===== src/rtl/sseg_display_arbiter.sv =====
//==============================================================================
// Module  : sseg_display_arbiter
// Brief   : Round-robin owner of a shared 4-digit seven-segment display with
//           minimum hold time; grants and frame data switch only between frames.
// Revision: 1.0 - initial release
//==============================================================================
`default_nettype none

module sseg_display_arbiter #(
    parameter int N_REQ       = 2,
    parameter int SCAN_TICKS  = 100000,
    parameter int HOLD_FRAMES = 4
) (
    input  logic                 clk,
    input  logic                 rst,
    input  logic [N_REQ-1:0]     req,
    input  logic [32*N_REQ-1:0]  frame,
    output logic [N_REQ-1:0]     grant,
    output logic [3:0]           an,
    output logic [7:0]           sseg,
    output logic                 frame_done
);

    localparam int c_cnt_w  = $clog2(SCAN_TICKS);
    localparam int c_idx_w  = $clog2(N_REQ);
    localparam int c_hold_w = $clog2(HOLD_FRAMES) + 1;

    localparam logic [c_cnt_w-1:0]  c_tick_last = c_cnt_w'(SCAN_TICKS - 1);
    localparam logic [c_hold_w-1:0] c_hold_max  = c_hold_w'(HOLD_FRAMES - 1);
    localparam logic [c_idx_w-1:0]  c_idx_last  = c_idx_w'(N_REQ - 1);

    logic [c_cnt_w-1:0]  r_scan_cnt;
    logic [1:0]          r_digit;
    logic [c_idx_w-1:0]  r_rr_ptr;
    logic [c_hold_w-1:0] r_hold_cnt;
    logic [31:0]         r_shadow;

    logic                w_tick;
    logic                w_boundary;
    logic [1:0]          w_digit_nxt;
    logic                w_owned;
    logic [c_idx_w-1:0]  w_owner;
    logic                w_other_req;
    logic                w_keep;
    logic [c_idx_w-1:0]  w_start;
    logic [c_idx_w-1:0]  w_probe;
    logic                w_hit;
    logic [c_idx_w-1:0]  w_hit_idx;
    logic [N_REQ-1:0]    w_grant_nxt;
    logic [c_hold_w-1:0] w_hold_nxt;
    logic [c_idx_w-1:0]  w_rr_nxt;
    logic [31:0]         w_shadow_nxt;
    logic [31:0]         w_shadow_src;

    function automatic logic [c_idx_w-1:0] inc_idx(input logic [c_idx_w-1:0] x);
        return (x == c_idx_last) ? '0 : x + 1'b1;
    endfunction

    assign w_tick      = (r_scan_cnt == c_tick_last);
    assign w_boundary  = w_tick && (r_digit == 2'd3);
    assign w_digit_nxt = r_digit + 2'd1;

    always_comb begin
        w_owned = |grant;
        w_owner = '0;
        for (int i = 0; i < N_REQ; i++) begin
            if (grant[i]) w_owner = c_idx_w'(i);
        end
    end

    assign w_other_req = |(req & ~grant);
    // Hold is only honoured while the owner still requests; with no competitor
    // the owner keeps the display indefinitely.
    assign w_keep  = w_owned && req[w_owner] &&
                     ((r_hold_cnt < c_hold_max) || !w_other_req);
    assign w_start = w_owned ? inc_idx(w_owner) : r_rr_ptr;

    // Starting one past the owner puts the owner last in the search order.
    always_comb begin
        w_hit     = 1'b0;
        w_hit_idx = '0;
        w_probe   = w_start;
        for (int k = 0; k < N_REQ; k++) begin
            if (!w_hit && req[w_probe]) begin
                w_hit     = 1'b1;
                w_hit_idx = w_probe;
            end
            w_probe = inc_idx(w_probe);
        end
    end

    always_comb begin
        w_grant_nxt  = '0;
        w_hold_nxt   = '0;
        w_rr_nxt     = r_rr_ptr;
        w_shadow_nxt = 32'hFFFF_FFFF;
        if (w_keep) begin
            w_grant_nxt  = grant;
            w_hold_nxt   = (r_hold_cnt < c_hold_max) ? r_hold_cnt + 1'b1 : r_hold_cnt;
            w_shadow_nxt = frame[32*int'(w_owner) +: 32];
        end else if (w_hit) begin
            w_grant_nxt[w_hit_idx] = 1'b1;
            w_rr_nxt               = inc_idx(w_hit_idx);
            w_shadow_nxt           = frame[32*int'(w_hit_idx) +: 32];
        end
    end

    // Idle shadow is all-ones, so blanking needs no separate owner test.
    assign w_shadow_src = w_boundary ? w_shadow_nxt : r_shadow;

    always_ff @(posedge clk or posedge rst) begin
        if (rst) begin
            r_scan_cnt <= '0;
            r_digit    <= 2'd3;
            an         <= 4'b1111;
            sseg       <= 8'hFF;
            grant      <= '0;
            frame_done <= 1'b0;
            r_rr_ptr   <= '0;
            r_hold_cnt <= '0;
            r_shadow   <= 32'hFFFF_FFFF;
        end else begin
            frame_done <= w_boundary;
            if (w_tick) begin
                r_scan_cnt <= '0;
                r_digit    <= w_digit_nxt;
                an         <= ~(4'b0001 << w_digit_nxt);
                sseg       <= w_shadow_src[{w_digit_nxt, 3'b000} +: 8];
            end else begin
                r_scan_cnt <= r_scan_cnt + 1'b1;
            end
            if (w_boundary) begin
                grant      <= w_grant_nxt;
                r_hold_cnt <= w_hold_nxt;
                r_rr_ptr   <= w_rr_nxt;
                r_shadow   <= w_shadow_nxt;
            end
        end
    end

endmodule

`default_nettype wire


===== config.mk =====
export PLATFORM = sky130hd
export DESIGN_NAME = sseg_display_arbiter
export DESIGN_NICKNAME = d
export VERILOG_FILES = /design/src/rtl/sseg_display_arbiter.sv
export SDC_FILE = /design/constraint.sdc
export NUM_CORES = 1
export LEC_CHECK = 0
export CORE_ASPECT_RATIO = 0.8
export CORE_MARGIN = 5
export CORE_UTILIZATION = 37
export CTS_CLUSTER_DIAMETER = 40
export DETAILED_ROUTE_END_ITERATION = 12
export PLACE_DENSITY = 0.58
export SYNTH_ARGS = -nofsm -noshare
export SYNTH_HDL_FRONTEND = slang
export SYNTH_SLANG_ARGS = --single-unit

===== constraint.sdc =====
create_clock -name clk -period 3.5 [get_ports clk]
set_input_delay 0.875 -clock clk [delete_from_list [all_inputs] [get_ports clk]]
set_output_delay 0.875 -clock clk [all_outputs]
set_load 0.02 [all_outputs]

## Word-level counts from Yosys, hierarchy flattened

Cells that the tools add are included.
W data, S select, Z words.

| word-level totals | value |
|---|---|
| flip-flop bits (word level) | 70 |
| logic and storage cells | 69 |

| cells by class | value |
|---|---|
| add/subtract/negate cells | 6 |
| magnitude comparators | 6 |
| equality and inequality tests | 3 |
| shift-type cells | 4 |
| mux-type cells | 24 |
| bitwise logic cells | 4 |
| reduce and logical (&&, ||, !) cells | 13 |

Operator list:

| cell | count |
|---|---|
| $shiftx A64 B7 Y32 | 2 |
| $mux W32 | 3 |
| $shiftx A32 B6 Y8 | 1 |
| $add A17 B1 Y17 const B | 1 |
| $eq A17 B17 Y1 const B | 1 |
| $mux W17 | 1 |
| $mux W1 | 16 |
| $lt A1 B2 Y1 const B | 4 |
| $mux W3 | 2 |
| $logic_and A1 B1 Y1 | 5 |
| $not A4 Y4 | 1 |
| $reduce_and A2 Y1 | 2 |
| $reduce_or A2 Y1 | 2 |
| $shl A1 B2 Y4 const A | 1 |
| $add A1 B1 Y1 const B | 3 |
| $add A3 B1 Y3 const B | 1 |
| $lt A3 B2 Y1 const B | 1 |
| $reduce_and A3 Y1 | 1 |
| $add A2 B1 Y2 const B | 1 |
| $and A2 B2 Y2 | 1 |
| $eq A2 B2 Y1 const B | 1 |
| $logic_not A1 Y1 | 2 |
| $mux W2 | 1 |
| $ne A2 B1 Y1 const B | 1 |
| 5 further kinds | 5 |

## Logic depth before layout (Yosys ltp)

| depth | value |
|---|---|
| depth in word-level cells | 15 |
| mapped depth | 11 |
| depth with buffers taken out | 9 |

## Worst setup path before layout

No wires, ideal clock.

| timing path | value |
|---|---|
| kind | input -> register |
| from | in req[0] |
| to | reg sseg[4] |
| arrival | 2.420 ns |
| required time | 3.412 ns |
| slack | 0.992 ns |
| stages | 8 |
| path through | nand2_1 -> o21ai_1 -> and2_1 -> buf_6 -> nor2_1 -> a221o_1 -> a311o_1 -> or3_1 |

| on the way | value |
|---|---|
| longest elaborated chain between the ends | 11 |
| elaborated cells between the ends (all ways) | 23 |
| those cells by class | shift: 2; mux: 13; bitwise: 1; reduce/logical: 7 |

Ends and longest elaborated chain:

| element | RTL line | source |
|---|---|---|
| start: declaration | 16 | `input logic [N_REQ-1:0] req,` |
| $mux W1 (not written as such) (2 in series) | 84 | `if (!w_hit && req[w_probe]) begin` |
| $mux W1 | 84 |  |
| $logic_not A1 Y1 | 84 |  |
| $logic_and A1 B1 Y1 | 84 |  |
| $mux W1 | 84 |  |
| $shiftx A64 B7 Y32 | 104 | `w_shadow_nxt = frame[32*int'(w_hit_idx) +: 32];` |
| $mux W32 | 101 | `end else if (w_hit) begin` |
| $mux W32 (*) | 97 | `if (w_keep) begin` |
| $mux W32 (*) | 109 | `assign w_shadow_src = w_boundary ? w_shadow_nxt : r_shadow;` |
| $shiftx A32 B6 Y8 (*) | 128 | `sseg <= w_shadow_src[{w_digit_nxt, 3'b000} +: 8];` |
| end signal: assignment | 128 |  |
| end: declaration | 20 | `output logic [7:0] sseg,` |

Every way passes the cells marked *; elsewhere a longest branch is shown, timed or not. The select of a mux whose other input is x is not followed.
A chain may end at the register's enable or synchronous reset.

## Worst setup path in the final report

| timing path | value |
|---|---|
| from | in req[0] |
| to | reg sseg[1] |

The elaborated chain is that of the path after synthesis.

==> reports/metrics.sh <==
PLACE_HPWL_MM=9.25
TIMING_MAX_TRANSITION_VIOLATIONS_FINAL=0
GP_CONGESTION=0.881
DIE_WIDTH_MICRONS=131
DRT_WL_TOTAL_MM=12.8
YS_DOMINANT_REG_CELL='sky130_fd_sc_hd__dfstp_2'
CLOCKBUFFERDEPTH=2
RR_ENDPOINT='sseg[4]'
WORST_MAX_SLEW_PIN_SLEW_PS=610
TIMING.CRITICAL_PATH.REQUIRED_PS=3770
YOSYS-TOP-CELLS-AREA='sky130_fd_sc_hd__dfstp_2, sky130_fd_sc_hd__dfrtp_1, sky130_fd_sc_hd__mux2i_1, sky130_fd_sc_hd__mux2_2, sky130_fd_sc_hd__nand2_1'
TIMING.CRITICAL_PATH.SLOWEST_STAGE_CELL='sky130_fd_sc_hd__clkdlybuf4s50_1'
R2R_SETUP_SLACK_PS=830
CHIPHEIGHT_MICRONS=107
ROUTED-VIA-COUNT=3888
R2R_START='r_digit[0]'
CAP_VIOL_MAX_COUNT=0
SYNTH_FP_NETS=552
CRITPATHCAPTURE='sseg[1]'
DRT-WIRELENGTH-PER-CELL_MICRONS=18.1
FIN_CRIT_PS=2910
CLK_LATENCY_PS=340
SYNTH-SEQ-AREA-SHARE=0.418
DETAILEDROUTE.FIRSTPASSITERATIONCOUNT=6
TRITONCTS.NUM_BUFFERS=9
MAXIMUM_NUMBER_OF_PINS_ON_ONE_NET_BEFORE_GLOBAL_ROUTE_REPAIR=50
NUMBER_OF_FLOPS_MAPPED_TO_ENABLE_CELLS_BY_YOSYS=0
SYNTHCELLS=478
GRT_ANTENNA_BEFORE_REPAIR=0
GRT_PASS1_VIAS=3827
DRC=0
CRIT_PATH_START_KIND='input pin'
TIMING.FINAL.SETUP_VIOLATIONS=0
CRITICAL_PATH.MAX_FANOUT=14
STATUS='complete, no violations'
WORSTREGTOREGCELLS=7
SYN_AREA_SQ_UM=4330
VIAS_PER_CELL=5.51
POSTSYNTH.ASYNCRESETSHARE=1.00
FINALPOWER_mW=1.90
CLK_TRANSITION_REPORTED_PATHS_PS=50
YS_SEQ_ELEMENTS=70
TOTAL_GLOBAL_ROUTE_TRACK_USAGE=0.188
CPMOSTUSEDCELL='sky130_fd_sc_hd__a21oi_1'
SETUP_CRIT_END_KIND='flop'
WORST-SETUP-PATH-TYPE='input pin to flop'
DIE-AREA_SQ_UM=14000
CRITPATHLAUNCH='req[0]'
LAYOUT.CELLS.MOST_COMMON_LIST='sky130_fd_sc_hd__clkdlybuf4s50_1, sky130_fd_sc_hd__nor2_1, sky130_fd_sc_hd__nand2_1'
SLEW_HEADROOM=0.593
IR_WORST_VDD_uV=198
STANDARD_CELL_ROWS=35
DESIGN.FINAL.NETS=627
AREA_OF_THE_CORE_SQ_UM=11500
CTS.SINK_COUNT=70
NUM_ANTENNA_CELLS=0
CTS_HOLD_BUFFERS=0
HIGHEST_CLOCK_RATE_MHz=344
DRTITER0DRC=257
CTS-RESIZED-GATES=0
INITIAL_CORE_UTIL=0.378
FINAL_ANTENNA_NET_COUNT=0
CRIT_ARRIVAL_PS=3180
HTREEDEPTH=3
SYNTH_AREA_PER_CELL_SQ_UM=9.06
MOST_COMMON_LIBRARY_CELL_IN_THE_LAYOUT_IGNORING_FILL_AND_TAPS='sky130_fd_sc_hd__clkdlybuf4s50_1'
FIRST_PASS_GRT_WIRE_LENGTH_MM=20.3
SYNTH_TOP_CELL_AREA_SHARE=0.279
YOSYS.AREA.TOP_TYPE='sky130_fd_sc_hd__dfstp_2'
FLOORPLAN.IO_PINS=83
POWER_PER_CELL_AREA_nW_PER_UM2=339
TOTAL_COUNT_OF_HOLD_CHECK_FAILURES_IN_THE_FINAL_REPORT=0
CLOCK_TREE_FROM_TRITONCTS='built'
GR-TOTAL-OVERFLOW=0
AREA_ADDED_BETWEEN_SYNTHESIS_AND_FINISH_PCT=29.3
LAYOUT_WORST_PATH_CYCLE_SHARE=0.830
CRIT_PATH_MAX_INCR_DELAY_PS=490
FIN_TNS_SETUP_PS=0
POST-CTS-SETUP-BUFFER-COUNT=0
DISTINCT_CELLS_SYNTH=57
POWER.LEAKAGE_nW=2.29
PROPORTION_OF_LAYOUT_CELLS_WITH_A_DRIVE_SUFFIX_ABOVE_1=0.186
PORT-BUFFER-COUNT=82
FINALCLOCKSKEW_PS=6.44
ROOT_BUFFER='sky130_fd_sc_hd__clkbuf_16'
RSZ0062_AT_GRT='no'
PATH_CELLS='clkdlybuf4s50_1 -> nand2b_1 -> a21o_1 -> and2_1 -> buf_4 -> mux2_4 -> a2111oi_1 -> a21oi_1 -> a21oi_1'
SYNTH_WARNINGS=0
HP-CLASS='flop to flop'
## logic make-up (layout without fill, tap and decap cells)
group	Yosys count	after routing	share of synthesized area
fa+ha+maj	6	6	0.0173
mux	47	47	0.117
buf+inv	41	121	0.0442
simple gates	156	156	0.164
flops	70	70	0.418
compound gates	144	144	0.211
xor+xnor	14	14	0.0283
## worst max-delay path: cells and delay by family
kind | cells | cell delay [ps]
AND/OR/NAND/NOR | 2 | 450
AO/OA/AOI/OAI | 4 | 760
buffers and inverters | 2 | 760
multiplexers | 1 | 320
## routing by layer
layer  track usage  vias up  part of all wire
li1              -     1895                 -
met1         0.275     1852              0.48
met2         0.255      121              0.43
met3        0.0608       20             0.071
met4        0.0683        0             0.021
met5             0        -                 0
## synthesized netlist by cell type (all sizes together), types with 3 or more instances
| cell type | count |
|---|---|
| nand4 | 4 |
| or3 | 3 |
| o211a | 4 |
| a211oi | 3 |
| mux2i | 23 |
| o22ai | 24 |
| inv | 7 |
| xor2 | 6 |
| and3 | 4 |
| a2111oi | 3 |
| nand3 | 16 |
| dfrtp | 24 |
| buf | 18 |
| nor2b | 4 |
| and2 | 4 |
| nor3 | 10 |
| o221ai | 3 |
| xnor2 | 8 |
| nor2 | 51 |
| ha | 6 |
| clkbuf | 16 |
| dfstp | 46 |
| nand2 | 51 |
| a311o | 3 |
| nand2b | 3 |
| mux2 | 24 |
| o21ai | 45 |
| a21oi | 32 |
| o22a | 10 |
## final cells by class
type	count	area (sq um)
fill	1097	5870
multi-input combinational	367	2330
sequential	70	1810
timing repair buffer	98	953
clock buffer	12	268
tap	148	185
clock inverter	4	27.5
inverter	7	26.3
## worst min-delay path by stage
stage	from	slack, ps	to	cells after the start
global route	r_shadow[4]	480	r_shadow[4]	2
finish	r_shadow[4]	460	r_shadow[4]	2
CTS	r_shadow[4]	460	r_shadow[4]	2
floorplan	r_shadow[4]	440	r_shadow[4]	2
global placement	r_shadow[4]	450	r_shadow[4]	2
detailed placement	r_shadow[4]	450	r_shadow[4]	2
## sequential cells by signal (all words and copies together) (netlist names)
register and count:
r_shadow 32, r_rr_ptr 1, frame_done 1, grant 2
r_scan_cnt 17, sseg 8, r_hold_cnt 3, an 4
r_digit 2
## power by group
part / switching (mW) / total, mW / internal [mW]
clock: 0.345 / 0.888 / 0.542
combinational: 0.0861 / 0.196 / 0.110
sequential: 0.000668 / 0.818 / 0.817
## per-stage QoR
stage                     setup WS [ps]  std cells  cell area [sq um]  utilization  hold WS (ps)
final                               594        706               5600        0.488           460
after global routing                417        706               5600        0.488           482
after CTS                           621        706               5600        0.488           456
after detailed placement            273        690               5310        0.462           451
after global placement              325        690               5310        0.462           448
after floorplan                     933        478               4330            -           437
Note: power is estimated with default switching activity, not from simulation.
